===== config.mk =====
export PLATFORM = sky130hd
export DESIGN_NAME = dmem_arbiter
export DESIGN_NICKNAME = d
export VERILOG_FILES = /design/src/rtl/dmem_arb_pkg.sv /design/src/rtl/rr_arbiter_2.sv /design/src/rtl/dmem_arbiter.sv
export SDC_FILE = /design/constraint.sdc
export NUM_CORES = 1
export LEC_CHECK = 0
export CORE_ASPECT_RATIO = 0.8
export CORE_MARGIN = 3
export CORE_UTILIZATION = 35
export CTS_CLUSTER_SIZE = 24
export DETAILED_ROUTE_END_ITERATION = 8
export PLACE_DENSITY = 0.82
export SLEW_MARGIN = 25
export SYNTH_ARGS = -nofsm -noshare
export SYNTH_HDL_FRONTEND = slang
export SYNTH_SLANG_ARGS = --single-unit
export TNS_END_PERCENT = 10

===== constraint.sdc =====
create_clock -name clk -period 5.65 [get_ports clk]
set_clock_uncertainty 0.15 [all_clocks]
set_input_delay 1.13 -clock clk [delete_from_list [all_inputs] [get_ports clk]]
set_output_delay 1.13 -clock clk [all_outputs]
set_load 0.02 [all_outputs]

===== src/rtl/dmem_arb_pkg.sv =====
// Shared encodings for the dmem arbiter: FSM state codes and owner codes.
package dmem_arb_pkg;

  typedef logic [1:0] arb_state_t;

  localparam arb_state_t ST_IDLE     = 2'd0;
  localparam arb_state_t ST_CORE_ACC = 2'd1;
  localparam arb_state_t ST_HOST_ACC = 2'd2;

  localparam logic OWN_CORE = 1'b0;
  localparam logic OWN_HOST = 1'b1;

  function automatic arb_state_t owner_state(input logic owner);
    return (owner == OWN_HOST) ? ST_HOST_ACC : ST_CORE_ACC;
  endfunction

endpackage


===== src/rtl/rr_arbiter_2.sv =====
// Two-way round-robin pick: a lone requester wins, a tie goes to the side
// opposite the last grant.
module rr_arbiter_2
  import dmem_arb_pkg::*;
(
  input  logic i_req0,
  input  logic i_req1,
  input  logic i_last_grant,
  output logic o_gnt_vld,
  output logic o_gnt_owner
);

  assign o_gnt_vld = i_req0 | i_req1;

  always_comb begin
    o_gnt_owner = OWN_CORE;
    if (i_req0 && i_req1) o_gnt_owner = ~i_last_grant;
    else if (i_req1)      o_gnt_owner = OWN_HOST;
  end

endmodule


===== src/rtl/dmem_arbiter.sv =====
// Shares one data memory between the core load/store path and a host port,
// sequencing each access over MEM_LAT cycles and stalling the core meanwhile.
module dmem_arbiter
  import dmem_arb_pkg::*;
#(
  parameter int ADDR_W  = 32,
  parameter int DATA_W  = 32,
  parameter int MEM_LAT = 2,
  parameter int CNT_W   = 16
) (
  input  logic              clk,
  input  logic              reset,
  input  logic              core_req,
  input  logic [3:0]        core_we,
  input  logic [ADDR_W-1:0] core_addr,
  input  logic [DATA_W-1:0] core_wdata,
  output logic [DATA_W-1:0] core_rdata,
  output logic              core_stall,
  input  logic              host_req,
  input  logic [3:0]        host_we,
  input  logic [ADDR_W-1:0] host_addr,
  input  logic [DATA_W-1:0] host_wdata,
  output logic [DATA_W-1:0] host_rdata,
  output logic              host_ack,
  output logic [ADDR_W-1:0] mem_addr,
  output logic [DATA_W-1:0] mem_wdata,
  output logic [3:0]        mem_we,
  input  logic [DATA_W-1:0] mem_rdata,
  output logic [CNT_W-1:0]  contention
);

  localparam int               LAT_W    = $clog2(MEM_LAT + 1);
  localparam logic [LAT_W-1:0] LAT_INIT = LAT_W'(MEM_LAT);
  localparam logic [LAT_W-1:0] LAT_ONE  = LAT_W'(1);

  arb_state_t        r_state;
  logic [LAT_W-1:0]  r_cnt;
  logic              r_last;
  logic [ADDR_W-1:0] r_addr;
  logic [DATA_W-1:0] r_wdata;
  logic [3:0]        r_we;
  logic [CNT_W-1:0]  r_contention;

  logic w_gnt_vld;
  logic w_gnt_owner;
  logic w_busy;
  logic w_last_cyc;
  logic w_core_done;
  logic w_host_done;
  logic w_both_wait;

  rr_arbiter_2 u_rr (
    .i_req0       (core_req),
    .i_req1       (host_req),
    .i_last_grant (r_last),
    .o_gnt_vld    (w_gnt_vld),
    .o_gnt_owner  (w_gnt_owner)
  );

  assign w_busy      = (r_state == ST_CORE_ACC) || (r_state == ST_HOST_ACC);
  assign w_last_cyc  = (r_cnt == LAT_ONE);
  assign w_core_done = (r_state == ST_CORE_ACC) && w_last_cyc;
  assign w_host_done = (r_state == ST_HOST_ACC) && w_last_cyc;
  assign w_both_wait = core_req && host_req && !w_core_done && !w_host_done;

  always_ff @(posedge clk or posedge reset) begin
    if (reset) begin
      r_state <= ST_IDLE;
      r_cnt   <= '0;
      r_last  <= OWN_HOST;
      r_addr  <= '0;
      r_wdata <= '0;
      r_we    <= '0;
    end else begin
      case (r_state)
        ST_IDLE: begin
          if (w_gnt_vld) begin
            r_state <= owner_state(w_gnt_owner);
            r_cnt   <= LAT_INIT;
            r_last  <= w_gnt_owner;
            if (w_gnt_owner == OWN_HOST) begin
              r_addr  <= host_addr;
              r_wdata <= host_wdata;
              r_we    <= host_we;
            end else begin
              r_addr  <= core_addr;
              r_wdata <= core_wdata;
              r_we    <= core_we;
            end
          end
        end
        ST_CORE_ACC, ST_HOST_ACC: begin
          r_cnt <= r_cnt - LAT_ONE;
          if (w_last_cyc) r_state <= ST_IDLE;
        end
        default: r_state <= ST_IDLE;
      endcase
    end
  end

  // Saturating count of cycles where both sides are stuck waiting.
  always_ff @(posedge clk or posedge reset) begin
    if (reset)                                    r_contention <= '0;
    else if (w_both_wait && (r_contention != '1)) r_contention <= r_contention + 1'b1;
  end

  // Write enables only in the first access cycle so a store lands exactly once.
  assign mem_addr   = w_busy ? r_addr  : '0;
  assign mem_wdata  = w_busy ? r_wdata : '0;
  assign mem_we     = (w_busy && (r_cnt == LAT_INIT)) ? r_we : 4'h0;

  assign core_stall = core_req && !w_core_done;
  assign core_rdata = w_core_done ? mem_rdata : '0;
  assign host_ack   = w_host_done;
  assign host_rdata = w_host_done ? mem_rdata : '0;
  assign contention = r_contention;

endmodule

==> reports/metrics.cfg, run 1 <==
[outcome]
status=completed

[sta]
finalHoldViolations=0
max_freq_mhz=252
grt_setup_unrepaired=no
slew_viol_final=0
finalCritPeriodShare=0.703
hold-worst-slack_ns=0.325
finalSetupTns_ns=0
final.setup.worst_slack_ns=1.68
setup_viol=0
worstMarginPinSlew_ns=0.976
timing.slew.headroom=0.350
min_period_ns=3.97

[critical_path]
cp-end-kind=output port
cp.buffers_inverters=2
cp_top_family=buffers and inverters
worstSetupPathType=primary input to output port
critPathLaunchType=primary input
cp_cell_sequence=clkdlybuf4s50_1, a21boi_0, clkdlybuf4s50_1
critPathMaxStageDelay_ns=0.70
path_max_fanout=6
crit_top_cell=clkdlybuf4s50_1
critPathSlowestCell=clkdlybuf4s50_1
arrival_ns=2.69
required_ns=4.37
crit_start=core_req
crit-reg2reg-launch=r_state[0]$_DFFE_PP0P_

[global_routing]
grt_util_all_layers=0.211
grt_pass1_wl_um=26500
antenna_found_initial=0
grt_pass1_vias=4906
overflow=0
grt_max_degree=96

[floorplan]
fp.dieW_um=139
rows=38
core-area_um2=13600
num_io_pins=322
initial_core_util=0.361
die_h_um=112
die_area_um2=15500

[place]
dp_hpwl_um=12700
numPortBuffers=321
place_worst_setup_slack_ns=1.70
place_area_um2=8210
gp_congestion=0.867

[clock_network]
clk_latency_ns=0.33
cts_root_buf=clkbuf_16
clk_path_buf_depth=2
ctsResizeCount=0
postCtsHoldBufs=0
clk_pin_slew_ns=0.06
clock-sinks=89
post_cts_buffers=0
tritoncts=done
htreeDepth=3
numCtsBuffers=9

[route]
vias=4923
drt.antenna.violating_nets=0
dr.pass1.iters=8
totalWireLength_um=16900
via_per_inst=4.98
drc_errors=0
drt_iter0_markers=372
wl_per_cell_um=17.1

[layout]
final_nets=981
fin_util=0.623
drive_gt1_frac=0.0421
area_delta_synth_final_pct=72.9
multi_input_area_um2=2330
n_antenna_cell=0
regArea_um2=2230
n_fill_cell=1152
final_area_um2=8500

[yosys]
ys_seq_area_frac=0.453
syn_inst=507
yosysUniqueCellTypes=37
syn_nets=685
ys_ff_latch=89
synth_warnings=0
netlist_area_um2=4920
avgSynthCellArea_um2=9.70

[power_and_ir_drop]
p_int_uw=2210
clkPwrFrac=0.151
power.leakage_uw=0.00385
swShare=0.410
p_switching_uw=1540
p_per_area_nw_per_um2=441
vdd_drop_max_mv=0.256
p_comb_frac=0.561
seq_power_share=0.287

[hold_path]
worstHoldStart=r_addr[29]$_DFFE_PP0P_
min_path_type=register to register

[job]
cap_violations=0

==> synth_stat cells, drive strengths merged <==
| cell | number | area share |
|---|---|---|
| xor2 | 5 | 0.0089 |
| nand4 | 5 | 0.0076 |
| a31oi | 1 | 0.0013 |
| a41o | 1 | 0.0023 |
| clkbuf | 28 | 0.021 |
| dfrtp | 88 | 0.45 |
| nor2 | 8 | 0.0066 |
| xnor2 | 10 | 0.018 |
| a222oi | 41 | 0.083 |
| ha | 6 | 0.015 |
| mux2i | 27 | 0.055 |
| dfstp | 1 | 0.0053 |
| a21oi | 2 | 0.0020 |
| a21boi | 2 | 0.0038 |
| buf | 14 | 0.021 |
| and3 | 69 | 0.088 |
| nand2b | 1 | 0.0013 |
| and4 | 1 | 0.0018 |
| inv | 47 | 0.036 |
| nor3 | 3 | 0.0074 |
| and2 | 67 | 0.085 |
| nand2 | 36 | 0.027 |
| a2111oi | 1 | 0.0056 |
| mux2 | 1 | 0.0023 |
| nand3 | 9 | 0.010 |
| a22o | 2 | 0.0036 |
| o21ai | 31 | 0.032 |
==> logic make-up after synthesis <==
kind of cell             share of synthesized area
adder cells (fa/ha/maj)                     0.0153
multiplexers                                0.0572
XOR/XNOR                                    0.0267
flip-flops                                   0.453
buffers and inverters                       0.0783
AND/OR/NAND/NOR                              0.235
AO/OA/AOI/OAI                                0.134
==> registers in the layout, indices dropped and copies added (netlist names) <==
register and cells:
r_state 2, r_we 4, r_addr 32, r_last 1
r_cnt 2, contention 16, r_wdata 32
==> routing by layer <==
metal / track usage / up-vias / share of wire
met5: 0 / - / 0
met4: 0.0494 / 0 / 0.011
met3: 0.0779 / 12 / 0.083
met2: 0.377 / 184 / 0.52
met1: 0.242 / 2353 / 0.38
li1: - / 2374 / -
==> cell type report <==
cell class	instances	share of cell area
clock buffers	11	0.0285
clock inverters	5	0.00456
inverters	47	0.0209
multi-input cells	329	0.274
flip-flops and latches	89	0.262
well taps	180	0.0265
repair buffers	327	0.383
==> final timing paths <==
| kind | endpoint | slack (ns) | depth (start not counted) |
|---|---|---|---|
| min in group asynchronous | r_addr[16]$_DFFE_PP0P_ | 1.07 | 2 |
| worst min register to register | r_addr[29]$_DFFE_PP0P_ | 0.32 | 2 |
| worst min-delay path | r_addr[29]$_DFFE_PP0P_ | 0.32 | 2 |
| worst max register to register | contention[9]$_DFFE_PP0P_ | 3.03 | 7 |
| worst max-delay path | core_stall | 1.68 | 3 |
| max in group asynchronous | r_addr[21]$_DFFE_PP0P_ | 3.16 | 3 |
==> cell usage in the layout, fill, tap and decap left out, types with 10 or more instances in the layout <==
cell type	Yosys	routed
and3_1	69	69
dfrtp_1	88	88
o21ai_1	21	21
nand2_1	36	36
and2_1	67	67
clkdlybuf4s50_1	0	321
mux2i_1	27	27
a222oi_1	41	41
xnor2_1	10	10
inv_1	47	46
==> power groups by stage <==
stage	logic, µW	registers [µW]	clock network (µW)
after floorplan	1230	1060	0
after global placement	2080	1070	0
after detailed placement	2120	1090	0
after CTS	2120	1080	588
after global routing	2280	1120	615
final	2110	1080	568
==> stage by stage <==
step                      instances  power (µW)
final                           988        3750
after global routing            988        4020
after CTS                       988        3790
after detailed placement        972        3200
after global placement          972        3150
after floorplan                 507        2300
==> worst reg2reg max path: stages, from the launching register on <==
cell,delay (ns)
dfrtp_1,0.38
inv_1,0.10
ha_1,0.55
o21ai_1,0.31
nand3_2,0.19
a2111oi_4,0.49
nand4_1,0.19
xnor2_1,0.15
Note: power is estimated with default switching activity, not from simulation.
==> inputs of run 2 (changes only) <==
--- a/config.mk
+++ b/config.mk
@@ -7,10 +7,10 @@
 export LEC_CHECK = 0
 export CORE_ASPECT_RATIO = 0.8
 export CORE_MARGIN = 3
-export CORE_UTILIZATION = 35
+export CORE_UTILIZATION = 33
 export CTS_CLUSTER_SIZE = 24
 export DETAILED_ROUTE_END_ITERATION = 8
-export PLACE_DENSITY = 0.82
+export PLACE_DENSITY = 0.81
 export SLEW_MARGIN = 25
 export SYNTH_ARGS = -nofsm -noshare
 export SYNTH_HDL_FRONTEND = slang
==> constraint.sdc (replaced) <==
create_clock -name clk -period 3.3 [get_ports clk]
set_clock_uncertainty 0.15 [all_clocks]
set_input_delay 0.66 -clock clk [delete_from_list [all_inputs] [get_ports clk]]
set_output_delay 0.66 -clock clk [all_outputs]
set_load 0.02 [all_outputs]
==> run 2 against run 1 <==
Sequential share of layout area is 0.18 points lower. Critical path depth grew 2. Routed wire length shrank 1.5%. Critical path type is now register to output port. Sequential cell count is the same. Utilization shrank 3.0 points. First-iteration DRC count is 15% lower. Sequential power up 70%. Clock power up 68%. Die area increased by 5.8%. Critical endpoint is now mem_addr[16].
==> reports/metrics.cfg, run 2 (synthesis gave the netlist of run 1 again) <==
[layout]
final_nets=987  ; +0.61%
n_antenna_cell=0  ; unchanged
drive_gt1_frac=0.0517  ; +0.00958
final_cell_mix=321 x clkdlybuf4s50_1, 88 x dfrtp_1, 69 x and3_1
final_common_cell=clkdlybuf4s50_1
area_delta_synth_final_pct=74.1

[critical_path]
required_ns=2.49  ; -1.88 ns
critPathLaunchType=register
critPathMaxStageDelay_ns=0.65  ; -0.05 ns
worstSetupPathType=register to output port
cp_top_family=buffers and inverters
path_max_fanout=40  ; +34
critPathSlowestCell=clkdlybuf4s50_1
cp-end-kind=output port
cp.buffers_inverters=3  ; +1
arrival_ns=2.27  ; -0.42 ns
cp_cell_sequence=inv_1, ha_2, buf_4, and2_1, clkdlybuf4s50_1

[sta]
max_freq_mhz=325
setup_viol=0  ; unchanged
finalHoldViolations=0  ; unchanged
grt_setup_unrepaired=no
slew_viol_final=0  ; unchanged
worstMarginPinSlew_ns=0.985  ; +0.00964 ns
min_period_ns=3.08
final.setup.worst_slack_ns=0.224  ; -1.46 ns
finalCritPeriodShare=0.932
finalSetupTns_ns=0  ; unchanged
timing.slew.headroom=0.342  ; -0.00799

[route]
drc_errors=0  ; unchanged
via_per_inst=4.87  ; -2.2%
totalWireLength_um=16600  ; -1.5%
drt_iter0_markers=316  ; -15%
vias=4857  ; -1.3%
wl_per_cell_um=16.7  ; -2.4%
drt.antenna.violating_nets=0  ; unchanged
dr.pass1.iters=7  ; -1

[outcome]
status=completed

[global_routing]
grt_pass1_vias=4870  ; -0.73%
grt_pass1_wl_um=25700  ; -2.8%
grt_max_degree=69  ; -28%
antenna_found_initial=0  ; unchanged
overflow=0  ; unchanged
grt_util_all_layers=0.196  ; -0.0147

[floorplan]
fp.dieW_um=143  ; +2.9%
num_io_pins=322  ; unchanged
rows=39  ; +2.6%
initial_core_util=0.341  ; -0.0199
core-area_um2=14400  ; +5.9%
die_area_um2=16400  ; +5.8%
die_h_um=115  ; +2.8%

[clock_network]
numCtsBuffers=9  ; unchanged
clk_latency_ns=0.33  ; about the same
tritoncts=done
clock-sinks=89  ; unchanged
clk_pin_slew_ns=0.06  ; about the same
clk_path_buf_depth=2  ; unchanged
htreeDepth=3  ; unchanged
cts_root_buf=clkbuf_16

[place]
dp_hpwl_um=12800  ; +0.72%
gp_congestion=0.822  ; -5.3%
numPortBuffers=321  ; unchanged
place_worst_setup_slack_ns=0.333  ; -1.37 ns

[job]
cap_violations=0  ; unchanged

[hold_path]
min_path_type=register to register

[power_and_ir_drop]
power.leakage_uw=0.00388  ; +0.73%
vdd_drop_max_mv=0.415  ; +62%
p_per_area_nw_per_um2=749  ; +70%

run 2: cell count changes in the layout (fill, tap and decap cells not counted), sizes merged:
cell and change:
buf +6, clkbuf -1, clkinv -1, inv +1
run 2: area by class of cell:
class / count / area, µm²
Timing Repair Buffer: 333 / 3320
Multi-Input combinational cell: 329 / 2330
Clock buffer: 10 / 239
Inverter: 47 / 178
Sequential cell: 89 / 2230
Clock inverter: 5 / 38.8
Fill cell: 1272 / 5880
Tap cell: 184 / 230
run 2: repair_timing:
action / 4_1_cts / 5_1_grt
setup endpoints to repair: 5 / 0
hold buffers: 0 / 0
buffers inserted: 0 / 0
gates resized for setup: 2 / 0
run 2: through the flow:
stage	power, µW	cell area (µm²)	hold WS [ns]	cells	util
after floorplan	3930	4920	0.292	507	-
after global placement	5440	8280	0.304	982	0.573
after detailed placement	5510	8280	0.312	982	0.573
after CTS	6500	8560	0.326	997	0.593
after global routing	6870	8560	0.340	997	0.593
final	6410	8560	0.320	997	0.593
run 2: worst min-delay path: cells and delay by family, from the launching register on:
family	cells	cell delay (ns)
compound gates	1	0.06
flops	1	0.33
simple gates	1	0.04
run 2: final timing paths:
path                                         from                         end  slack, ns  depth (start not counted)
max                        r_state[0]$_DFFE_PP0P_                mem_addr[16]       0.22                          5
min in group asynchronous                   reset      r_addr[11]$_DFFE_PP0P_       0.60                          2
max in group asynchronous                   reset     r_wdata[29]$_DFFE_PP0P_       1.67                          3
min reg2reg                r_addr[15]$_DFFE_PP0P_      r_addr[15]$_DFFE_PP0P_       0.32                          2
max reg2reg                  r_cnt[0]$_DFFE_PP0P_  contention[15]$_DFFE_PP0P_       1.01                          7
min                        r_addr[15]$_DFFE_PP0P_      r_addr[15]$_DFFE_PP0P_       0.32                          2
run 2: metal layers:
layer  track usage  part of all wire
met4        0.0323            0.0062
met3        0.0590             0.088
met5             0                 0
met2         0.352              0.51
met1         0.237              0.40
run 2: report_power, final:
group / switching (µW) / internal [µW]
clock: 424 / 532
combinational: 1920 / 1690
sequential: 266 / 1580
